File: config.mk
export PLATFORM = sky130hd
export DESIGN_NAME = elevator_ctrl_n
export DESIGN_NICKNAME = d
export VERILOG_FILES = /design/src/rtl/elevator_pkg.sv /design/src/rtl/elevator_door_timer.sv /design/src/rtl/elevator_ctrl_n.sv
export SDC_FILE = /design/constraint.sdc
export NUM_CORES = 1
export LEC_CHECK = 0
export BUFFER_PORTS_ARGS = -buffer_cell sky130_fd_sc_hd__buf_4
export CAP_MARGIN = 20
export CORE_ASPECT_RATIO = 1.1
export CORE_MARGIN = 3
export CORE_UTILIZATION = 45
export CTS_CLUSTER_DIAMETER = 100
export DETAILED_ROUTE_END_ITERATION = 10
export PLACE_DENSITY_LB_ADDON = 0.2
export SLEW_MARGIN = 20
export SYNTH_ARGS = -nofsm -noshare
export SYNTH_HDL_FRONTEND = slang
export SYNTH_SLANG_ARGS = --single-unit
File: constraint.sdc
create_clock -name clk -period 3.9 [get_ports clk]
set_input_delay 1.17 -clock clk [delete_from_list [all_inputs] [get_ports clk]]
set_output_delay 1.17 -clock clk [all_outputs]
set_load 0.01 [all_outputs]
File: src/rtl/elevator_pkg.sv
// Shared types and helpers for the N-floor elevator controller.
// Direction codes, FSM state encoding and request-mask scans.
package elevator_pkg;

    localparam logic [1:0] DIR_IDLE = 2'b00;
    localparam logic [1:0] DIR_UP   = 2'b01;
    localparam logic [1:0] DIR_DOWN = 2'b10;

    // Widest request mask the helpers accept; callers zero-extend.
    localparam int MAX_FLOORS = 64;

    typedef enum logic [1:0] {
        IDLE,
        MOVE_UP,
        MOVE_DOWN,
        DOOR_OPEN
    } state_t;

    function automatic logic any_above(
        input logic [MAX_FLOORS-1:0] mask,
        input int                    idx
    );
        logic r;
        r = 1'b0;
        for (int i = 0; i < MAX_FLOORS; i++) begin
            if (i > idx && mask[i]) r = 1'b1;
        end
        return r;
    endfunction

    function automatic logic any_below(
        input logic [MAX_FLOORS-1:0] mask,
        input int                    idx
    );
        logic r;
        r = 1'b0;
        for (int i = 0; i < MAX_FLOORS; i++) begin
            if (i < idx && mask[i]) r = 1'b1;
        end
        return r;
    endfunction

endpackage

File: src/rtl/elevator_door_timer.sv
// Door dwell down-counter: load on entry, reload on hold/re-press.
// done is high on the last open cycle when no reload is requested.
module elevator_door_timer #(
    parameter int DOOR_CYCLES = 4
) (
    input  logic clk,
    input  logic rst,
    input  logic load,
    input  logic en,
    input  logic reload,
    output logic done
);

    localparam int CW = $clog2(DOOR_CYCLES + 1);
    localparam logic [CW-1:0] INIT = CW'(DOOR_CYCLES - 1);

    logic [CW-1:0] cnt_q;
    logic [CW-1:0] cnt_d;

    // Next count: entry/reload restart the dwell, otherwise count down.
    always_comb begin
        cnt_d = cnt_q;
        if (load || (en && reload)) begin
            cnt_d = INIT;
        end else if (en && cnt_q != '0) begin
            cnt_d = cnt_q - CW'(1);
        end
    end

    // Counter register.
    always_ff @(posedge clk) begin
        if (rst) cnt_q <= '0;
        else     cnt_q <= cnt_d;
    end

    assign done = en && !reload && (cnt_q == '0);

endmodule

File: src/rtl/elevator_ctrl_n.sv
// N-floor collective (SCAN) elevator controller.
// Latches floor requests, sweeps in one direction, dwells with door.
module elevator_ctrl_n
    import elevator_pkg::*;
#(
    parameter  int NUM_FLOORS  = 8,
    parameter  int DOOR_CYCLES = 4,
    localparam int FL_W = (NUM_FLOORS > 1) ? $clog2(NUM_FLOORS) : 1
) (
    input  logic                  clk,
    input  logic                  rst,
    input  logic [NUM_FLOORS-1:0] floor_button,
    input  logic                  floor_arrived,
    input  logic                  door_hold,
    output logic [NUM_FLOORS-1:0] floor_led,
    output logic [FL_W-1:0]       cur_floor,
    output logic [1:0]            elevator_direction,
    output logic                  door_open,
    output logic [NUM_FLOORS-1:0] req_pending
);

    localparam logic [FL_W-1:0] TOP = FL_W'(NUM_FLOORS - 1);

    state_t                state_q, state_d;
    logic [FL_W-1:0]       cur_q, cur_d;
    logic [NUM_FLOORS-1:0] led_q, led_d;
    logic [NUM_FLOORS-1:0] req_q, req_d;
    logic [1:0]            dir_q, dir_d;
    logic [1:0]            last_q, last_d;
    logic                  door_q, door_d;

    logic [NUM_FLOORS-1:0] pend;
    logic [NUM_FLOORS-1:0] served;
    logic [FL_W-1:0]       nxt_up, nxt_dn;
    logic                  here, above, below;
    logic                  go_up, go_dn;
    logic                  t_load, t_en, t_reload, t_done;

    assign t_en     = (state_q == DOOR_OPEN);
    assign t_reload = door_hold || floor_button[cur_q];
    assign t_load   = (state_d == DOOR_OPEN) && (state_q != DOOR_OPEN);

    elevator_door_timer #(
        .DOOR_CYCLES(DOOR_CYCLES)
    ) u_timer (
        .clk   (clk),
        .rst   (rst),
        .load  (t_load),
        .en    (t_en),
        .reload(t_reload),
        .done  (t_done)
    );

    // Request view, sweep choice, next state and registered outputs.
    always_comb begin
        pend   = req_q | floor_button;
        here   = pend[cur_q];
        above  = any_above(MAX_FLOORS'(pend), int'(cur_q));
        below  = any_below(MAX_FLOORS'(pend), int'(cur_q));
        nxt_up = cur_q + FL_W'(1);
        nxt_dn = cur_q - FL_W'(1);

        go_up = (last_q == DIR_UP) ? above : (above && !below);
        go_dn = (last_q == DIR_UP) ? (below && !above) : below;

        state_d = state_q;
        cur_d   = cur_q;
        last_d  = last_q;

        unique case (state_q)
            IDLE: begin
                if (here)       state_d = DOOR_OPEN;
                else if (go_up) state_d = MOVE_UP;
                else if (go_dn) state_d = MOVE_DOWN;
            end
            MOVE_UP: begin
                if (cur_q == TOP) begin
                    state_d = IDLE;
                end else if (floor_arrived) begin
                    cur_d = nxt_up;
                    if (pend[nxt_up]) begin
                        state_d = DOOR_OPEN;
                    end else if (!any_above(MAX_FLOORS'(pend),
                                            int'(nxt_up))) begin
                        state_d = IDLE;
                    end
                end
            end
            MOVE_DOWN: begin
                if (cur_q == '0) begin
                    state_d = IDLE;
                end else if (floor_arrived) begin
                    cur_d = nxt_dn;
                    if (pend[nxt_dn]) begin
                        state_d = DOOR_OPEN;
                    end else if (!any_below(MAX_FLOORS'(pend),
                                            int'(nxt_dn))) begin
                        state_d = IDLE;
                    end
                end
            end
            DOOR_OPEN: begin
                if (t_done) begin
                    if (go_up)      state_d = MOVE_UP;
                    else if (go_dn) state_d = MOVE_DOWN;
                    else            state_d = IDLE;
                end
            end
            default: state_d = IDLE;
        endcase

        if (state_d == MOVE_UP)   last_d = DIR_UP;
        if (state_d == MOVE_DOWN) last_d = DIR_DOWN;

        served = '0;
        if (state_d == DOOR_OPEN) served[cur_d] = 1'b1;
        req_d = pend & ~served;

        led_d        = '0;
        led_d[cur_d] = 1'b1;

        dir_d = DIR_IDLE;
        if (state_d == MOVE_UP)   dir_d = DIR_UP;
        if (state_d == MOVE_DOWN) dir_d = DIR_DOWN;
        door_d = (state_d == DOOR_OPEN);
    end

    // State and output registers.
    always_ff @(posedge clk) begin
        if (rst) begin
            state_q <= IDLE;
            cur_q   <= '0;
            led_q   <= NUM_FLOORS'(1);
            req_q   <= '0;
            dir_q   <= DIR_IDLE;
            last_q  <= DIR_UP;
            door_q  <= 1'b0;
        end else begin
            state_q <= state_d;
            cur_q   <= cur_d;
            led_q   <= led_d;
            req_q   <= req_d;
            dir_q   <= dir_d;
            last_q  <= last_d;
            door_q  <= door_d;
        end
    end

    assign floor_led          = led_q;
    assign cur_floor          = cur_q;
    assign elevator_direction = dir_q;
    assign door_open          = door_q;
    assign req_pending        = req_q;

endmodule

Word level (Yosys, flattened, before mapping). Index checks and enable logic that the tools add are counted.

Input port bits: 12. Logic and storage cells: 182. Register bits after elaboration: 29. Output and inout port bits: 22.

$add $sub $neg: 3. $lt $le $gt $ge: 33. Bitwise operators: 3. Reduce and logical (&&, ||, !) cells: 49. Equal/unequal tests: 9. Muxes and demuxes: 75.

Operators with widths (number): 1-bit two-way mux (44); 2-bit two-way mux (19); 1-bit logical AND (36); 3-bit > comparator (first input constant) (8); 3-bit less-than comparator (first input constant) (6); 3-bit by 4-bit less-than comparator with 1-bit output (second input constant) (4); 1-bit binary-select mux with 3-bit select (4); 2-bit by 3-bit > comparator with 1-bit output (first input constant) (4); 1-bit by 3-bit less-than comparator with 1-bit output (first input constant) (4); 2-bit by 3-bit less-than comparator with 1-bit output (first input constant) (4); 3-bit two-way mux (4); 8-bit bitwise AND (1); 2-bit equality test (second input constant) (4); 8-bit two-way mux (1); 8-bit NOT (1); 8-bit OR (1); 2-bit one-hot mux with 4 select lines (1); 2-bit by 1-bit equality test with 1-bit output (second input constant) (3); 1-bit by 3-bit > comparator with 1-bit output (first input constant) (2); 3-bit logical NOT (2); 3-bit one-hot mux with 2 select lines (1); 3-bit by 1-bit subtractor with 3-bit output (second input constant) (2); 2-bit nonzero test (2); 2-bit OR reduction (2); 9 further kinds (12).

Logic depth before layout (Yosys ltp).
Depth in word-level cells: 23. Gate-level depth with buffers: 15. Gate-level depth less buffers: 13.

Modules after synthesis. From an unflattened synthesis, not the netlist that was laid out.

Cell total of the unflattened synthesis: 227. Area, all modules: 2107.0 µm².

Modules (own cells, without submodules): elevator_ctrl_n (sequential area each 520.5 µm², instances 1, area each 1903.1 µm², cells each 205); elevator_door_timer (sequential area each 60.1 µm², instances 1, area each 203.9 µm², cells each 22).

Worst setup path after synthesis. Ideal clock, no wire load.

Path type: reg-to-reg. From: register cur_q[1], in the netlist cur_floor[1]. To: register req_q[3], in the netlist req_pending[3]. Cell stages (with the launch flop): 14. Period minus slack after synthesis: 3.313 ns. Required time: 3.759 ns. Arrival: 3.172 ns. Path slack: 0.587 ns. Path buffers: 1. Library setup time: 0.141 ns. Cells stage by stage: dfxtp_1 > clkbuf_1 > inv_1 > ha_1 > xnor2_2 > mux4_2 > mux2_2 > a31oi_1 > o31ai_1 > and3_1 > nor2_1 > ha_1 > nor2b_1 > a211oi_1.

Longest elaborated chain between the ends: 23. Elaborated cells on any way between the ends: 143. Those cells by class: add/sub (2); order compare (30); eq/ne (2); mux (69); bitwise (2); reduce/logical (38).

Ends and longest elaborated chain: from (decl) (line elevator_ctrl_n.sv:25) `logic [FL_W-1:0] cur_q, cur_d;`; from (signal assigned) (line elevator_ctrl_n.sv:140) `cur_q <= cur_d;`; 3-bit by 1-bit subtractor with 3-bit output / 3-bit by 1-bit adder with 3-bit output (equally long branches) (line elevator_ctrl_n.sv:61, elevator_ctrl_n.sv:60); 1-bit by 3-bit less-than comparator with 1-bit output / 1-bit by 3-bit > comparator with 1-bit output (equally long branches) (line elevator_pkg.sv:38, elevator_pkg.sv:26); 1-bit logical AND (on tied branches) (line elevator_pkg.sv:38, elevator_pkg.sv:26); 1-bit two-way mux (on tied branches) (7 in a row) (line elevator_pkg.sv:38, elevator_pkg.sv:26); 1-bit two-way mux (on tied branches) (line elevator_ctrl_n.sv:94, elevator_ctrl_n.sv:81); 1-bit two-way mux (on tied branches) (line elevator_ctrl_n.sv:92, elevator_ctrl_n.sv:79); 1-bit two-way mux (on tied branches) (line elevator_ctrl_n.sv:90, elevator_ctrl_n.sv:77); 1-bit two-way mux (line elevator_ctrl_n.sv:70) `unique case (state_q)`; (+2 left out); 2-bit two-way mux (on tied branches) (line elevator_ctrl_n.sv:92, elevator_ctrl_n.sv:79); 2-bit two-way mux (on tied branches) (line elevator_ctrl_n.sv:90, elevator_ctrl_n.sv:77); 2-bit one-hot mux with 4 select lines (*) (line elevator_ctrl_n.sv:70); named net state_d[1] (line elevator_ctrl_n.sv:24) `state_t state_q, state_d;`; 2-bit equality test (*) (line elevator_ctrl_n.sv:116) `if (state_d == DOOR_OPEN) served[cur_d] = 1'b1;`; 8-bit two-way mux (*) (line elevator_ctrl_n.sv:116); 8-bit NOT (*) (line elevator_ctrl_n.sv:117) `req_d = pend & ~served;`; 8-bit bitwise AND (*) (line elevator_ctrl_n.sv:117); to (signal assigned) (line elevator_ctrl_n.sv:142) `req_q <= req_d;`; to (decl) (line elevator_ctrl_n.sv:27) `logic [NUM_FLOORS-1:0] req_q, req_d;`.

Mark *: on every way through the listed nets, which the timed path passes. The rest lies on a longest branch. The select of a mux whose other input is x is not followed. A chain may end at the register's enable or synchronous reset.

Final worst setup path.
From: input floor_button[3]. To: register req_q[1], in the netlist req_pending[1].

Longest elaborated chain between the ends: 20. Elaborated cells on any way between the ends: 68. Those cells by class: eq/ne (1); mux (52); bitwise (3); reduce/logical (12).

Ends and longest elaborated chain: from (decl) (line elevator_ctrl_n.sv:12) `input logic [NUM_FLOORS-1:0] floor_button,`; 8-bit OR (line elevator_ctrl_n.sv:56) `pend = req_q | floor_button;`; 1-bit logical AND (line elevator_pkg.sv:26) `if (i > idx && mask[i]) r = 1'b1;`; 1-bit two-way mux (5 in a row) (line elevator_pkg.sv:26); 1-bit two-way mux (line elevator_ctrl_n.sv:81) `if (pend[nxt_up]) begin`; 1-bit two-way mux (line elevator_ctrl_n.sv:79) `end else if (floor_arrived) begin`; 1-bit two-way mux (line elevator_ctrl_n.sv:77) `if (cur_q == TOP) begin`; 1-bit two-way mux (line elevator_ctrl_n.sv:70); 2-bit two-way mux (line elevator_ctrl_n.sv:83) `end else if (!any_above(MAX_FLOORS'(pend),`; 2-bit two-way mux (line elevator_ctrl_n.sv:81); 2-bit two-way mux (line elevator_ctrl_n.sv:79); 2-bit two-way mux (line elevator_ctrl_n.sv:77); 2-bit one-hot mux with 4 select lines (*) (line elevator_ctrl_n.sv:70); named net state_d[1] (line elevator_ctrl_n.sv:24); 2-bit equality test (*) (line elevator_ctrl_n.sv:116); 8-bit two-way mux (*) (line elevator_ctrl_n.sv:116); 8-bit NOT (*) (line elevator_ctrl_n.sv:117); 8-bit bitwise AND (*) (line elevator_ctrl_n.sv:117).

Marked as above.

==> metrics.md <==
| Metric | Value |
|---|---|
| Effective utilization at floorplan | `47.4%` |
| LEAKAGE | `0.00107 uW` |
| Layout cells sized above 1 | `25.4%` |
| Die width | `70.5 um` |
| Reg2reg setup slack | `0.50 ns` |
| Most frequent cells in the layout | `buf_4 (51), dfxtp_1 (29), nor2_1 (25), ha_1 (17), nand2_1 (14)` |
| Period Utilization, post-route | `89.5%` |
| Final WL | `5570 um` |
| Power Density | `502 mW/mm^2` |
| DR WL/cell | `16.5 um` |
| # setup viols final | `0` |
| # placed instances | `330` |
| Number of synthesis warnings | `0` |
| Syn_area_per_cell | `8.74 sq um` |
| Worst setup SP type | `primary input` |
| # clock sinks | `29` |
| Crit path arrival time | `3.64 ns` |
| # DRC | `0` |
| Worst min path class | `reg2reg` |
| CTS tree | `done` |
| Antenna Nets Post-Route | `0` |
| Final GP Congestion | `0.959` |
| Core Region | `0.00435 sq mm` |
| CP max FO | `8` |
| TritonCTS Buffers | `5` |
| Ys async rst share | `0%` |
| Clock skew | `0.00300 ns` |
| Yosys cell types | `56` |
| CTS H-tree depth | `2` |
| Gr usage total | `20.8%` |
| Clock Latency Late Sink | `0.27 ns` |
| Hold_buf cts | `0` |
| Ant diodes | `0` |
| Final core occ | `58.5%` |
| 1st-pass router iterations | `4` |
| Initial antenna violation count | `0` |
| Fin area | `0.00254 sq mm` |
| Area Growth Syn to Fin | `23.4%` |
| Final TNS setup | `0 ns` |
| IO Pins | `34` |
| Seq/Total Area, Yosys | `28.2%` |
| PnR worst setup slack | `0.409 ns` |
| Post-synth EDFFs | `0` |
| Root Driver | `clkbuf_8` |
| Crit path kind | `in2reg` |
| Synth Net Count | `265` |
| Commonest non-fill, non-tap cell in the layout | `buf_4` |
| # resized after CTS | `0` |
| Crit path time final | `3.49 ns` |
| Fin cells | `337` |
| DP Area | `0.00246 sq mm` |
| DR iter-0 viols | `142` |
| Status | `finished clean` |
| CTS Buffer Depth | `2` |
| Post-Syn Area | `0.00206 sq mm` |
| First-pass GRT wire length | `9090 um` |
| Max-slew headroom | `53.8%` |
| Vias | `1968` |
| Row Count | `25` |
| Final Hold Violating Endpoints | `0` |
| Syn Inst Count | `236` |
| Peak supply drop | `0.000373 V` |
| NumNets Final | `312` |
| Pin count of the biggest net entering global routing | `24` |
| RSZ-0062 raised after global routing | `false` |
| Gr ovfl total | `0` |
| Max-cap viol count | `0` |
| Die Ht | `77.0 um` |
| Place WS | `0.127 ns` |
| Vias in the first global route | `1965` |
| #FFs+latches synth | `29` |
| Avg Vias per Cell | `5.84` |
| Reg clk slew, reported paths | `0.06 ns` |
| FMAX | `286 MHz` |
| Crit. End Element | `flop` |
| Post-CTS setup buffers | `0` |
| Top FF cell, synth | `dfxtp_1` |
| PortBufs | `33` |
| Slew @ Worst Pin | `0.694 ns` |
| Die area | `0.00543 sq mm` |
| Fin. max-slew vios | `0` |
| Worst EP required | `4.05 ns` |
| Hpwl dp | `4280 um` |
-- Yosys cell counts, types with 3 or more instances --
cell / count / area [sq um]
nand2b_1: 8 / 50.1
nand2_1: 14 / 52.6
a31oi_1: 6 / 37.5
ha_1: 17 / 213
a21oi_1: 10 / 50.1
nor3_1: 6 / 30.0
nor4_1: 3 / 18.8
nor2_1: 25 / 93.8
dfxtp_1: 29 / 581
nand4_1: 4 / 25.0
mux4_2: 6 / 135
and2_1: 4 / 25.0
o21ai_0: 13 / 65.1
o21bai_1: 3 / 22.5
inv_1: 11 / 41.3
a211oi_1: 9 / 67.6
nor2b_1: 8 / 50.1
clkbuf_1: 7 / 26.3
o21a_1: 3 / 22.5
-- through the flow --
stage	hold slack (ns)	power (uW)
finish	0.471	1280
global placement	0.464	1030
CTS	0.474	1280
global route	0.524	1380
detailed placement	0.464	1040
floorplan	0.450	825
-- critical path, stage by stage --
cell	delay, ns
buf_4	0.09
nor2_1	0.06
buf_4	0.17
mux4_2	0.47
mux2_2	0.28
a31oi_1	0.25
o31ai_1	0.11
and3_1	0.22
nor2_1	0.21
ha_1	0.20
nor2b_1	0.28
a211oi_1	0.12
-- power breakdown --
group          internal, uW  switching, uW
clock                   139            100
combinational           288            354
sequential              356           39.9
-- layout make-up --
type,count,area [sq um]
fillers,394,1800
multi-input cells,184,1380
flip-flops and latches,29,581
repair buffers,51,383
clock buffers,7,86.3
well taps,54,67.6
inverters,12,47.5
-- registers in the layout (all words and copies together), names as in the netlist --
name	count
elevator_direction	2
floor_led	8
last_q	2
cur_floor	3
door_open	1
req_pending	8
state_q	2
u_timer.cnt_q	3
-- cell families (layout without fill, tap and decap cells) --
logic type	count (synthesis)	after routing	share of synthesized area [%]
and+or+nand+nor	82	82	20.0
AOI/OAI and AO/OA	71	71	24.2
DFF	29	29	28.2
xor gates and xnor gates	3	3	1.64
buffers and inverters	23	70	4.98
adders and majority gates	17	17	10.3
muxes	11	11	10.7
-- path summary, 6_finish.rpt --
check / start / to / cells past startpoint
max: floor_button[3] / req_pending[1]$_SDFF_PP0_ / 12
min: last_q[1]$_SDFFE_PP0P_ / last_q[1]$_SDFFE_PP0P_ / 2
max reg2reg: cur_floor[0]$_SDFF_PP0_ / req_pending[1]$_SDFF_PP0_ / 12
min reg2reg: last_q[1]$_SDFFE_PP0P_ / last_q[1]$_SDFFE_PP0P_ / 2
-- metal layers --
| layer | track usage, % | up-vias | share of wire [%] |
|---|---|---|---|
| met1 | 26.0 | 913 | 44 |
| met3 | 4.46 | 12 | 6.5 |
| met4 | 8.46 | 0 | 2.3 |
| met2 | 34.4 | 79 | 47 |
| met5 | 0 | - | 0 |
| li1 | - | 964 | - |
Note: power is estimated with default switching activity, not from simulation.
